### src/rtl/multi_port_fifo.sv
// multi_port_fifo
//   Multi-port, first-word-fall-through FIFO used as the instruction/micro-op
//   buffer between fetch/decode and rename/dispatch. Accepts up to WR_PORTS
//   entries and releases up to RD_PORTS entries per cycle.
//
// Ports
//   clk           : clock, all state updates on posedge
//   reset         : asynchronous active-high reset of control state
//   flush         : synchronous clear of all contents (wins over push/pop)
//   write_num     : number of lanes pushed this cycle (lanes 0..write_num-1)
//   write_data    : push lanes, lane 0 is the oldest
//   read_num      : number of entries popped this cycle
//   read_valid    : bit i set when count > i
//   read_data     : lane i = entry at read_ptr+i (mod DEPTH)
//   count         : current occupancy
//   free_slots    : DEPTH - count
//   full / empty  : count == DEPTH / count == 0
//   push_drop     : one-cycle pulse, previous cycle's push group was rejected
//   pop_underflow : one-cycle pulse, previous cycle's read_num exceeded count
module multi_port_fifo #(
    parameter type T        = logic [31:0],
    parameter int  DEPTH    = 16,
    parameter int  WR_PORTS = 2,
    parameter int  RD_PORTS = 2
) (
    input  logic                            clk,
    input  logic                            reset,
    input  logic                            flush,
    input  logic [$clog2(WR_PORTS+1)-1:0]   write_num,
    input  T                                write_data [WR_PORTS],
    input  logic [$clog2(RD_PORTS+1)-1:0]   read_num,
    output logic [RD_PORTS-1:0]             read_valid,
    output T                                read_data [RD_PORTS],
    output logic [$clog2(DEPTH):0]          count,
    output logic [$clog2(DEPTH):0]          free_slots,
    output logic                            full,
    output logic                            empty,
    output logic                            push_drop,
    output logic                            pop_underflow
);

    localparam int PTR_W = $clog2(DEPTH);
    localparam int CNT_W = PTR_W + 1;

    logic [PTR_W-1:0] rd_ptr_q, rd_ptr_d;
    logic [PTR_W-1:0] wr_ptr_q, wr_ptr_d;
    logic [CNT_W-1:0] count_q, count_d;
    logic             push_drop_q, push_drop_d;
    logic             pop_underflow_q, pop_underflow_d;

    // Storage is never reset; after reset it is simply unreachable.
    T mem_q [DEPTH];

    logic             push_ok;
    logic             underflow;
    logic [CNT_W-1:0] free_w;
    logic [CNT_W-1:0] push_n;
    logic [CNT_W-1:0] pop_n;

    // Push and pop are both judged against start-of-cycle state, so slots
    // freed by a same-cycle pop never make room for a same-cycle push, and
    // entries pushed this cycle cannot be popped this cycle.
    always_comb begin
        free_w    = CNT_W'(DEPTH) - count_q;
        push_ok   = (CNT_W'(write_num) <= free_w);
        push_n    = push_ok ? CNT_W'(write_num) : '0;
        underflow = (CNT_W'(read_num) > count_q);
        pop_n     = underflow ? count_q : CNT_W'(read_num);
    end

    always_comb begin
        rd_ptr_d        = rd_ptr_q;
        wr_ptr_d        = wr_ptr_q;
        count_d         = count_q;
        push_drop_d     = 1'b0;
        pop_underflow_d = 1'b0;
        if (flush) begin
            rd_ptr_d = '0;
            wr_ptr_d = '0;
            count_d  = '0;
        end else begin
            // Pointer adds wrap naturally at DEPTH (power of two); a pop of
            // exactly DEPTH entries truncates to a zero advance, as intended.
            wr_ptr_d        = wr_ptr_q + PTR_W'(push_n);
            rd_ptr_d        = rd_ptr_q + PTR_W'(pop_n);
            count_d         = count_q + push_n - pop_n;
            push_drop_d     = ~push_ok;
            pop_underflow_d = underflow;
        end
    end

    always_ff @(posedge clk or posedge reset) begin
        if (reset) begin
            rd_ptr_q        <= '0;
            wr_ptr_q        <= '0;
            count_q         <= '0;
            push_drop_q     <= 1'b0;
            pop_underflow_q <= 1'b0;
        end else begin
            rd_ptr_q        <= rd_ptr_d;
            wr_ptr_q        <= wr_ptr_d;
            count_q         <= count_d;
            push_drop_q     <= push_drop_d;
            pop_underflow_q <= pop_underflow_d;
        end
    end

    // Accepted lanes land at consecutive slots from wr_ptr, wrapping past
    // DEPTH-1 without a bubble. Rejected groups and flush write nothing.
    always_ff @(posedge clk) begin
        if (!flush && push_ok) begin
            for (int i = 0; i < WR_PORTS; i++) begin
                if (i < int'(write_num)) begin
                    mem_q[wr_ptr_q + PTR_W'(i)] <= write_data[i];
                end
            end
        end
    end

    // Fall-through read lanes: purely combinational from rd_ptr, count and
    // storage, no registered read stage.
    always_comb begin
        for (int i = 0; i < RD_PORTS; i++) begin
            read_data[i]  = mem_q[rd_ptr_q + PTR_W'(i)];
            read_valid[i] = (count_q > CNT_W'(i));
        end
    end

    assign count         = count_q;
    assign free_slots    = free_w;
    assign full          = (count_q == CNT_W'(DEPTH));
    assign empty         = (count_q == '0);
    assign push_drop     = push_drop_q;
    assign pop_underflow = pop_underflow_q;

endmodule

### config.mk
export PLATFORM = sky130hd
export DESIGN_NAME = multi_port_fifo
export DESIGN_NICKNAME = d
export VERILOG_FILES = /design/src/rtl/multi_port_fifo.sv
export SDC_FILE = /design/constraint.sdc
export NUM_CORES = 1
export LEC_CHECK = 0
export CAP_MARGIN = 20
export CORE_UTILIZATION = 45
export CTS_CLUSTER_SIZE = 12
export DETAILED_ROUTE_END_ITERATION = 10
export PLACE_DENSITY_LB_ADDON = 0.3
export SLEW_MARGIN = 20
export SYNTH_ARGS = -nofsm -noshare
export SYNTH_HDL_FRONTEND = slang
export SYNTH_SLANG_ARGS = --single-unit
export TNS_END_PERCENT = 1
### constraint.sdc
create_clock -name clk -period 7.27 [get_ports clk]
set_input_delay 1.454 -clock clk [delete_from_list [all_inputs] [get_ports clk]]
set_output_delay 1.454 -clock clk [all_outputs]
set_load 0.1 [all_outputs]
-- Word-level counts from Yosys, hierarchy flattened
Memory sizes are Yosys's and may differ from the RTL's.
Cells that the tools add are included.
- $add $sub $neg: 7
- magnitude comparators: 6
- eq/ne operators: 1
- muxes and demuxes: 13
- bitwise operators: 1
- reductions and logical operators: 3
- operators by type and width (kind ; number):
    5-bit by 1-bit greater-than comparator with 1-bit output (second input constant) ; 2
    5-bit two-way mux ; 2
    4-bit by 1-bit adder with 4-bit output (second input constant) ; 2
    1-bit two-way mux ; 8
    4-bit two-way mux ; 2
    5-bit by 2-bit adder with 5-bit output ; 1
    5-bit == test (second input constant) ; 1
    2-bit by 5-bit greater-than comparator with 1-bit output ; 1
    2-bit by 5-bit <= comparator with 1-bit output ; 1
    5-bit zero test ; 1
    5-bit subtractor ; 1
    5-bit subtractor (first input constant) ; 1
    4-bit by 2-bit adder with 4-bit output ; 1
    4-bit adder ; 1
    1-bit by 2-bit < comparator with 1-bit output (first input constant) ; 2
    2-bit two-way mux ; 1
    1-bit logical AND ; 1
    1-bit zero test ; 1
    1-bit NOT ; 1
- register bits: 15
- bits in writable memories: 512
- output and inout bits: 80
- memories: 1
- memories (name ; words ; bits a word ; rd ports ; clocked after memory_dff ; wr ports ; line ; text):
    mem_q ; 16 ; 32 ; 2 ; 0 ; 2 ; 52 ; T mem_q [DEPTH];

-- Depth between registers and ports, before layout
- depth in word-level cells: 6
- depth in mapped cells: 17
- depth with buffers taken out: 16

-- Least setup slack after synthesis
Ideal clock, no wire load.
- path type: register to register
- start: register count_q[1], in the netlist count[1]
- end: memory mem_q[1][0] in the netlist's numbering, enable pin
- library setup time: 0.513 ns
- arrival: 6.817 ns
- path slack: -0.060 ns
- cell stages (with the launch flop): 11
- buffers on the path: 2
- clock period less this slack: 7.330 ns
- cell sequence: dfrtp_1 > inv_1 > ha_1 > inv_1 > ha_1 > nor2b_1 > o221ai_2 > buf_4 > o21ai_0 > buf_2 > nor4b_1
- RTL lines (item ; line ; text):
    from (decl) ; 47 ; logic [CNT_W-1:0] count_q, count_d;
    from (signal assigned) ; 102 ; count_q <= count_d;
    to (decl) ; 52 ;

==> impl_results.md <==
* CP max-delay cell: ha_4
* Vias at 18500
* Total track usage at 25.4%
* Drt first pass iters at 5
* Die Width at roughly 270 µm
* # hold bufs at CTS at 0
* # Post-CTS Setup Buffers at 0
* DR WL/cell at ~31 µm
* Vias/cell at approximately 6.4
* Max incr delay on CP at 1.02 ns
* WP data required at 5.82 ns
* Kind of end point of the critical path: output pin
* Most frequent cells in the layout: edfxtp_1 (512), mux2_2 (479), mux4_2 (288), clkdlybuf4s50_1 (150)
* Largest net degree at the start of global routing at 125
* Min cycle time layout at about 6.2 ns
* Layout area overhead at 14.0%
* DIE AREA at 70300 µm²
* Fin Setup TNS at 0 ns
* Slew @ Worst Pin at 1.04 ns
* Slew Limit Headroom at 30.3%
* CP Data Arrival Time at 4.74 ns
* PortBufs at 150
* Deepest clock path buffer count at 3
* #FFs+latches synth at 527
* Die H at ~270 µm
* Yosys warnings at 0
* Worst Setup Start Kind: register
* # H-tree levels at 2
* RD Place Congestion at 0.812
* Crit path cell chain: ha_4 -> buf_4 -> mux4_2 -> mux4_2 -> clkdlybuf4s50_1
* Remaining Overflow, GRT at 0
* FFs w/ async S/R, synth at 2.85%
* Post-Syn Area per Cell at 17.0 µm²
* RSZ-0062 raised after global routing: no
* Drt drc at 0
* Flop2flop setup slack at 2.97 ns
* HP Class: register to register
* Clock Skew at 0.0161 ns
* Ys flop type: edfxtp_1
* MaxCap Viol Count at 0
* Layout cells sized above 1 at roughly half
* Most common cell after layout, fill and taps aside: edfxtp_1
* Filler instances at 5490
* Vias in the first global route at 19100
* Inserted Clock Buffers at between 50 and 60
* Clock-pin transition on the worst setup and hold timing paths at 0.06 ns
* DRT iter0 DRCs at between 1500 and 2000
* Post-synthesis sequential area ratio at between 50% and 60%
* FP Rows at 96
* Initial antenna violation count at 6
* Syn nets at 1923
* Cell with the most instances on the worst path: mux4_2
* Core region area at slightly below 70000 µm²
* Setup WS pre-CTS at ~1.7 ns
* CTS sink cnt at 527
* F_max at 161 MHz
* Post-synthesis instance total at 1829
* Post-DRT Antenna Nets at 0
* CTS tree: done
* Tcrit/Tclk final at 85.2%
* # IOs at 151
* Endpoints failing setup at 0
* Final hold vios at 0
* Pins Over Slew Limit at 0
* First-pass GRT wire length at roughly 130000 µm
* CTS root buffer: clkbuf_16
* Resize count post-CTS at 0
* DP Wirelength at ~53000 µm
* Run status: complete, no violations
* Initial Utilization at a little under half
* Crit Path Max Fanout at 55
* EDFF count, synth at between 500 and 600
* Clk_lat worst skew at 0.63 ns
* Synthesized area at approximately 31000 µm²
* Nets at 1994
* Setup WS post-layout at 1.07 ns
* Unique masters post-synth at 45
* Critical path class: register to output pin
* Routed WL at slightly below 90000 µm
==> state kept, by name (all words and copies together), names as in the netlist <==
signal,cells
wr_ptr_q,4
push_drop,1
mem_q,512
count,5
rd_ptr_q,4
pop_underflow,1
==> final timing paths <==
check / from / cells past startpoint / endpoint
max: rd_ptr_q[0]$_DFF_PP0_ / 5 / read_data[20]
min: count[4]$_DFF_PP0_ / 3 / count[4]$_DFF_PP0_
max reg2reg: count[1]$_DFF_PP0_ / 10 / mem_q[15][14]$_DFFE_PP_
min reg2reg: count[4]$_DFF_PP0_ / 3 / count[4]$_DFF_PP0_
max in group asynchronous: reset / 2 / rd_ptr_q[1]$_DFF_PP0_
min in group asynchronous: reset / 2 / pop_underflow$_DFF_PP0_
==> final cells by class <==
cell class | count | area [µm²] | area share, %
repair buffers | 219 | 2170 | 6.12
inverters | 20 | 75.1 | 0.211
diodes | 3 | 7.51 | 0.0211
flip-flops and latches | 527 | 15800 | 44.4
clock inverters | 21 | 176 | 0.497
well taps | 931 | 1160 | 3.28
clock buffers | 77 | 1560 | 4.40
multi-input cells | 1075 | 14600 | 41.1
==> cells in the mapped netlist, types with 3 or more instances <==
cell | instances | area share (%)
nand2_1 | 31 | 0.37
edfxtp_1 | 512 | 49
ha_1 | 19 | 0.76
inv_1 | 20 | 0.24
buf_2 | 52 | 0.84
clkbuf_1 | 101 | 1.2
o211ai_4 | 4 | 0.27
nor4_1 | 4 | 0.080
a21oi_1 | 25 | 0.40
mux4_2 | 288 | 21
nor3_1 | 7 | 0.11
nor2_1 | 16 | 0.19
buf_1 | 3 | 0.036
mux2i_1 | 20 | 0.64
o211ai_2 | 11 | 0.44
o31ai_1 | 3 | 0.072
o21ai_0 | 9 | 0.14
a211oi_1 | 32 | 0.77
buf_4 | 51 | 1.2
and2_1 | 20 | 0.40
xnor2_1 | 4 | 0.11
dfrtp_1 | 15 | 1.2
o211ai_1 | 3 | 0.072
mux2_2 | 479 | 17
nor2b_1 | 24 | 0.48
a31oi_1 | 12 | 0.24
xor2_1 | 5 | 0.14
mux2_1 | 33 | 1.2
fa_1 | 4 | 0.26
==> metrics by stage <==
stage               cells  util (%)  area, µm²  hold slack [ns]
finish               2873      51.8      35500            0.783
global route         2872      51.8      35500            0.845
CTS                  2870      51.8      35500            0.786
detailed placement   2772      49.2      33800            0.773
global placement     2766      49.0      33600            0.725
floorplan            1829         -      31200            0.612
==> metal layers <==
metal	GRT usage (%)	vias to the layer above	wire (µm)
li1	-	7698	-
met1	34.3	9750	35800
met2	41.0	846	42900
met3	5.34	168	7200
met4	8.67	6	2920
met5	0	-	37
==> cells by family after synthesis <==
| kind of cell | after synthesis | synth area share, % |
|---|---|---|
| buf+inv | 227 | 3.56 |
| compound gates | 106 | 2.62 |
| mux | 820 | 40.0 |
| fa+ha+maj | 23 | 1.02 |
| flops | 527 | 50.6 |
| xor+xnor | 9 | 0.253 |
| other cells | 1 | 0.0120 |
| simple gates | 116 | 1.99 |
==> critical path, delay by kind of cell, from the launching register on <==
kind                     cells  cell delay, ns
multiplexers                 2            0.88
buffers and inverters        2            1.42
adder cells (fa/ha/maj)      1            1.02
flip-flops                   1            0.73
Power is not shown: default switching activity piles up to over one toggle a cycle in this logic, so the estimate is an artifact.
